$ cat config.mk
export PLATFORM = sky130hd
export DESIGN_NAME = uart_word_loader
export DESIGN_NICKNAME = d
export VERILOG_FILES = /design/src/rtl/uart_word_loader.sv
export SDC_FILE = /design/constraint.sdc
export NUM_CORES = 1
export LEC_CHECK = 0
export ABC_CLOCK_PERIOD_IN_PS = 3300
export CAP_MARGIN = 15
export CORE_AREA = 2 2 137 139
export CTS_BUF_LIST = sky130_fd_sc_hd__clkbuf_4
export CTS_CLUSTER_DIAMETER = 150
export DETAILED_ROUTE_END_ITERATION = 10
export DIE_AREA = 0 0 139 141
export HOLD_SLACK_MARGIN = 0.08
export SETUP_SLACK_MARGIN = 0.2
export SYNTH_ARGS = -nofsm -noshare
export SYNTH_HDL_FRONTEND = slang
export SYNTH_SLANG_ARGS = --single-unit
$ cat constraint.sdc
create_clock -name upg_clk_i -period 3.3 [get_ports upg_clk_i]
set_clock_uncertainty 0.05 [all_clocks]
set_input_delay 0.495 -clock upg_clk_i [delete_from_list [all_inputs] [get_ports upg_clk_i]]
set_output_delay 0.495 -clock upg_clk_i [all_outputs]
set_load 0.005 [all_outputs]
$ cat src/rtl/uart_word_loader.sv
// uart_word_loader: UART boot loader that assembles framed bytes into 32-bit memory writes
// and returns a one-byte ack ('K' loaded, 'E' error) on TX.
module uart_word_loader #(
    parameter int CLK_HZ    = 10_000_000,
    parameter int BAUD      = 115200,
    parameter int MAX_WORDS = 16384
) (
    input  logic        upg_clk_i,
    input  logic        upg_rst_i,
    input  logic        upg_rx_i,
    output logic        upg_clk_o,
    output logic        upg_wen_o,
    output logic [14:0] upg_adr_o,
    output logic [31:0] upg_dat_o,
    output logic        upg_done_o,
    output logic        upg_tx_o
);
    localparam int DIV = CLK_HZ / BAUD;
    localparam int CW = $clog2(DIV) + 1;
    localparam logic [CW-1:0] FULL = CW'(DIV - 1);
    localparam logic [CW-1:0] HALF = CW'(DIV / 2 - 1);

    typedef enum logic [1:0] {R_IDLE, R_START, R_DATA, R_STOP} rx_st_t;
    typedef enum logic [1:0] {T_IDLE, T_START, T_DATA, T_STOP} tx_st_t;
    typedef enum logic [2:0] {F_HDR0, F_HDR1, F_HDR2, F_DATA, F_DONE} fr_st_t;

    rx_st_t r_st, r_nxt;
    tx_st_t t_st, t_nxt;
    fr_st_t f_st, f_nxt;
    logic rx_s1, rx_s2, rx_q, r_tick, byte_valid, ferr;
    logic [CW-1:0] r_cnt, t_cnt;
    logic [2:0] r_bit, t_bit;
    logic [7:0] r_sh, t_sh;
    logic t_tick, tx_req, go_done, go_err, wr, target;
    logic [15:0] n_words, n_hdr;
    logic [14:0] idx, idx_inc;
    logic [1:0] bsel;
    logic [31:0] wbuf;

    assign upg_clk_o = upg_clk_i;
    assign tx_req = go_done | go_err;

    // Start is an edge, not a level, so a low line left over from a bad stop bit is not a new byte.
    always_comb begin
        r_tick = r_cnt == (r_st == R_START ? HALF : FULL);
        r_nxt = r_st;
        byte_valid = 1'b0;
        ferr = 1'b0;
        case (r_st)
            R_IDLE:  r_nxt = (rx_q && !rx_s2) ? R_START : R_IDLE;
            R_START: r_nxt = r_tick ? (rx_s2 ? R_IDLE : R_DATA) : R_START;
            R_DATA:  r_nxt = (r_tick && r_bit == 3'd7) ? R_STOP : R_DATA;
            default: begin
                r_nxt = r_tick ? R_IDLE : R_STOP;
                byte_valid = r_tick && rx_s2;
                ferr = r_tick && !rx_s2;
            end
        endcase
    end

    always_ff @(posedge upg_clk_i or negedge upg_rst_i) begin
        if (!upg_rst_i) begin
            {rx_s1, rx_s2, rx_q} <= 3'b111;
            r_st <= R_IDLE;
            r_cnt <= '0;
            r_bit <= '0;
            r_sh <= '0;
        end else begin
            rx_s1 <= upg_rx_i;
            rx_s2 <= rx_s1;
            rx_q <= rx_s2;
            r_st <= r_nxt;
            r_cnt <= (r_st == R_IDLE || r_tick) ? '0 : r_cnt + 1'b1;
            if (r_st == R_DATA && r_tick) begin
                r_sh <= {rx_s2, r_sh[7:1]};
                r_bit <= r_bit + 3'd1;
            end
        end
    end

    always_comb begin
        n_hdr = {r_sh, n_words[7:0]};
        idx_inc = idx + 15'd1;
        f_nxt = f_st;
        go_done = 1'b0;
        go_err = 1'b0;
        wr = 1'b0;
        if (ferr && f_st != F_DONE) begin
            f_nxt = F_HDR0;
            go_err = 1'b1;
        end else if (byte_valid) begin
            case (f_st)
                F_HDR0: f_nxt = F_HDR1;
                F_HDR1: f_nxt = F_HDR2;
                F_HDR2: begin
                    go_done = n_hdr == 16'd0;
                    go_err = {1'b0, n_hdr} > 17'(MAX_WORDS);
                    f_nxt = go_done ? F_DONE : go_err ? F_HDR0 : F_DATA;
                end
                F_DATA: begin
                    wr = bsel == 2'd3;
                    go_done = wr && {1'b0, idx_inc} == n_words;
                    f_nxt = go_done ? F_DONE : F_DATA;
                end
                default: f_nxt = f_st;
            endcase
        end
    end

    always_ff @(posedge upg_clk_i or negedge upg_rst_i) begin
        if (!upg_rst_i) begin
            f_st <= F_HDR0;
            target <= 1'b0;
            n_words <= '0;
            idx <= '0;
            bsel <= '0;
            wbuf <= '0;
            upg_wen_o <= 1'b0;
            upg_adr_o <= '0;
            upg_dat_o <= '0;
            upg_done_o <= 1'b0;
        end else begin
            f_st <= f_nxt;
            upg_wen_o <= wr;
            upg_done_o <= upg_done_o | (f_st == F_DONE);
            if (go_err) begin
                idx <= '0;
                bsel <= '0;
            end else if (byte_valid) begin
                case (f_st)
                    F_HDR0: target <= r_sh[0];
                    F_HDR1: n_words[7:0] <= r_sh;
                    F_HDR2: begin
                        n_words[15:8] <= r_sh;
                        idx <= '0;
                        bsel <= '0;
                    end
                    F_DATA: begin
                        wbuf <= {r_sh, wbuf[31:8]};
                        bsel <= bsel + 2'd1;
                        if (wr) begin
                            upg_dat_o <= {r_sh, wbuf[31:8]};
                            upg_adr_o <= {target, idx[13:0]};
                            idx <= idx_inc;
                        end
                    end
                    default: ;
                endcase
            end
        end
    end

    // Acks arriving while a byte is still going out are dropped, never queued.
    always_comb begin
        t_tick = t_cnt == FULL;
        t_nxt = t_st;
        case (t_st)
            T_IDLE:  t_nxt = tx_req ? T_START : T_IDLE;
            T_START: t_nxt = t_tick ? T_DATA : T_START;
            T_DATA:  t_nxt = (t_tick && t_bit == 3'd7) ? T_STOP : T_DATA;
            default: t_nxt = t_tick ? T_IDLE : T_STOP;
        endcase
    end

    always_ff @(posedge upg_clk_i or negedge upg_rst_i) begin
        if (!upg_rst_i) begin
            t_st <= T_IDLE;
            t_cnt <= '0;
            t_bit <= '0;
            t_sh <= '0;
            upg_tx_o <= 1'b1;
        end else begin
            t_st <= t_nxt;
            t_cnt <= (t_st == T_IDLE || t_tick) ? '0 : t_cnt + 1'b1;
            if (t_st == T_IDLE && tx_req) begin
                t_sh <= go_err ? 8'h45 : 8'h4B;
                upg_tx_o <= 1'b0;
            end else if (t_tick) begin
                case (t_st)
                    T_START: upg_tx_o <= t_sh[0];
                    T_DATA: begin
                        t_sh <= t_sh >> 1;
                        t_bit <= t_bit + 3'd1;
                        upg_tx_o <= t_bit == 3'd7 ? 1'b1 : t_sh[1];
                    end
                    default: ;
                endcase
            end
        end
    end
endmodule
==> reports/results.tsv <==
metric	value	unit
post-synthesis compound-gate area fraction	0.0706	
GRT Util Overall	0.168	
min-delay src	upg_rx_i	
R2R Path End	t_sh[0]	
min cycle time layout	2.89	ns
Final Hold Vio Count	0	
critical path's top delay family	simple AND/OR/NAND/NOR gates	
CP peak stage delay	0.58	ns
Hold Path Stages	1	
routed vias	5082	
crit start category	flop	
core area	18300	um^2
Crit-path slowest cell	dfrtp_1	
main combinational cell family by area after synthesis	simple AND/OR/NAND/NOR gates	
Ys Warns	0	
Post-synth EDFFs	0	
reg-to-reg startpoint	idx[5]	
Seq/Total Area, Yosys	0.548	
Hold EP	rx_s1	
Yosys reg bits	155	
crit-path cells	and3_1, nand4_4, or3_4, a2111oi_2, or4b_4, and2_4, o211ai_1	
maxcap violations	0	
Syn Inst Count	677	
Initial Utilization	0.388	
Layout Nets	743	
DR WL/cell	15.9	um
post-route DRC violation count	0	
mapped cell area	7090	um^2
initial antenna violation count	1	
first-pass GRT wire length	26300	um
post-synthesis adder-cell area fraction	0.0159	
die height	141	um
post-route cell area	8190	um^2
setup tns final	0	ns
vias in the first global route	5120	
area of placed instances	7870	um^2
Max Fclk	346	MHz
r2r setup slk	0.41	ns
first-pass iteration count of the detailed router	4	
Buf/Inv on CP	0	
status	completed	
layout cell share with drive strength beyond 1	0.165	
Starting DRT DRC Count	443	
Tightest Pin Transition	0.720	ns
Buffers on Ports	53	
pwr/cell area	421	nW/um^2
largest net degree at the start of global routing	76	
Layout fillers	1762	
Worst EP arrival	3.43	ns
Area growth syn-to-layout	15.5	%
Reg2Reg Depth	7	
post-detail-place hpwl	10700	um
critical path class	reg -> reg	
critical path required time	3.84	ns
Fin Hold WS	0.171	ns
num rows	50	
Max Slew Vio Count	0	
worst skew pair latency	0.69	ns
Mapped Nets	689	
die area	19600	um^2
grt ovf	0	
TritonCTS clock tree	done	
I/O pins	54	
Crit. End Element	flop	
Synth Area in XOR/XNOR	0.0452	
Synth Area per Inst	10.5	um^2
Netlist cell types	63	
Async S/R FF share, synth	1.00	
final wirelength	15600	um
Most used DFF post-synth	dfrtp_1	
Final ANT Viol Nets	0	
Setup violations, final	0	
post-synthesis mux area share	0.0946	
RSZ-0062 raised after global routing	no	
Die X	139	um
global placement routability congestion	0.859	
max_slew headroom	0.520	
Reg clk slew, reported paths	0.13	ns
Peak supply drop	0.000290	V
Critical Path Fanout Max	11	
Tcrit/Tclk final	0.876	
Hold WC Path Type	in -> reg	
Core Util, Final	0.448	
post-DR vias/cell	5.19	
Simple-Gate Fraction of Synth Area	0.199	
static leakage power	3.96	nW
==> registers in the layout, summed over array words and instances, names as in the netlist, 3 cells and up <==
name / cells
t_bit: 3
upg_adr_o: 15
r_cnt: 8
t_cnt: 8
f_st: 3
r_bit: 3
r_sh: 8
wbuf: 24
n_words: 16
idx: 15
upg_dat_o: 32
t_sh: 7
==> cell families after synthesis <==
logic type / after synthesis
muxes: 60
and+or+nand+nor: 299
DFF: 155
buffers and inverters: 44
adders and majority gates: 9
AOI/OAI and AO/OA: 75
xor gates and xnor gates: 35
==> through the flow <==
stage               worst slack, ns  power, mW  std cells
floorplan                     0.608       2.20        677
global placement              0.460       2.27        942
detailed placement            0.369       2.28        942
CTS                           0.322       3.51        978
global route                  0.237       3.63        979
finish                        0.411       3.45        979
==> cells in the final DEF (no fill, tap or decap), drive strengths merged, types with 3 or more instances in the layout <==
cell           Yosys  layout
and3              15      15
a31oi              8       8
or2                4       4
nor4bb             3       3
and2               7       7
xnor2             22      22
nor2b              4       4
and4               3       3
o31ai              3       3
o211ai             4       4
dfstp              4       4
nor4               7       7
o21ai             25      25
ha                 9       9
mux2i              4       4
buf               13      13
a21oi             12      12
nand3             20      20
xor2              12      12
nand3b             3       3
nand2b             3       3
nand2            168     168
clkdlybuf4s50      0      52
dfrtp            151     151
clkinv             1       3
mux2              56      56
or3                5       5
nor2              38      38
a2111oi            3       3
nand4              8       8
a21o               3       3
nor4b              3       3
clkbuf            21      21
nor3               4       4
inv                9      18
==> Yosys cell counts (6+ instances only) <==
| library cell | instances | share of area |
|---|---|---|
| nand3_1 | 20 | 0.014 |
| mux2_2 | 56 | 0.089 |
| nor4_1 | 6 | 0.0053 |
| xnor2_1 | 22 | 0.027 |
| o21ai_0 | 25 | 0.018 |
| and3_1 | 14 | 0.012 |
| inv_1 | 9 | 0.0048 |
| nand4_1 | 7 | 0.0062 |
| clkbuf_1 | 21 | 0.011 |
| and2_1 | 6 | 0.0053 |
| ha_1 | 9 | 0.016 |
| dfrtp_1 | 151 | 0.53 |
| nor2_1 | 38 | 0.020 |
| buf_2 | 9 | 0.0064 |
| a31oi_1 | 8 | 0.0071 |
| a21oi_1 | 12 | 0.0085 |
| xor2_1 | 12 | 0.015 |
| nand2_1 | 168 | 0.089 |
==> how the worst max path moves through the flow <==
| stage | startpoint | end | slack [ns] | cells past startpoint |
|---|---|---|---|---|
| finish | idx[5] | t_sh[0] | 0.41 | 7 |
| global route | r_cnt[5] | idx[5] | 0.24 | 7 |
| CTS | idx[0] | t_sh[0] | 0.32 | 8 |
| detailed placement | idx[0] | t_sh[0] | 0.37 | 8 |
| global placement | idx[0] | t_sh[0] | 0.46 | 8 |
| floorplan | idx[0] | t_sh[0] | 0.61 | 8 |
==> per-layer routing <==
layer  vias up  GRT usage  routed length (um)
met5         -          0                   0
met4         0     0.0622                 250
met3        17     0.0506                 716
met2       102      0.258                7300
met1      2538      0.226                7310
li1       2425          -                   -
==> cell type report <==
| cell class | instances | area [um^2] | area share |
|---|---|---|---|
| clock buffers | 22 | 168 | 0.0205 |
| inverters | 10 | 37.5 | 0.00458 |
| multi-input cells | 478 | 3010 | 0.368 |
| flip-flops and latches | 155 | 3880 | 0.474 |
| diodes | 1 | 2.50 | 0.000305 |
| repair buffers | 65 | 647 | 0.0790 |
| clock inverters | 14 | 146 | 0.0179 |
| well taps | 234 | 293 | 0.0357 |
==> power breakdown <==
group	internal, mW	switching (mW)	total [mW]	leakage [nW]
Combinational	0.0862	0.112	0.198	1.66
Sequential	1.95	0.0702	2.02	2.13
Clock	0.472	0.753	1.22	0.168
==> what timing repair did <==
action / CTS / global route
setup endpoints to repair: 0 / 6
hold endpoints to repair: 70 / 0
hold buffers: 1 / 0
setup buffers: 0 / 0
resized for setup: 0 / 2
Note: power is estimated with default switching activity, not from simulation.
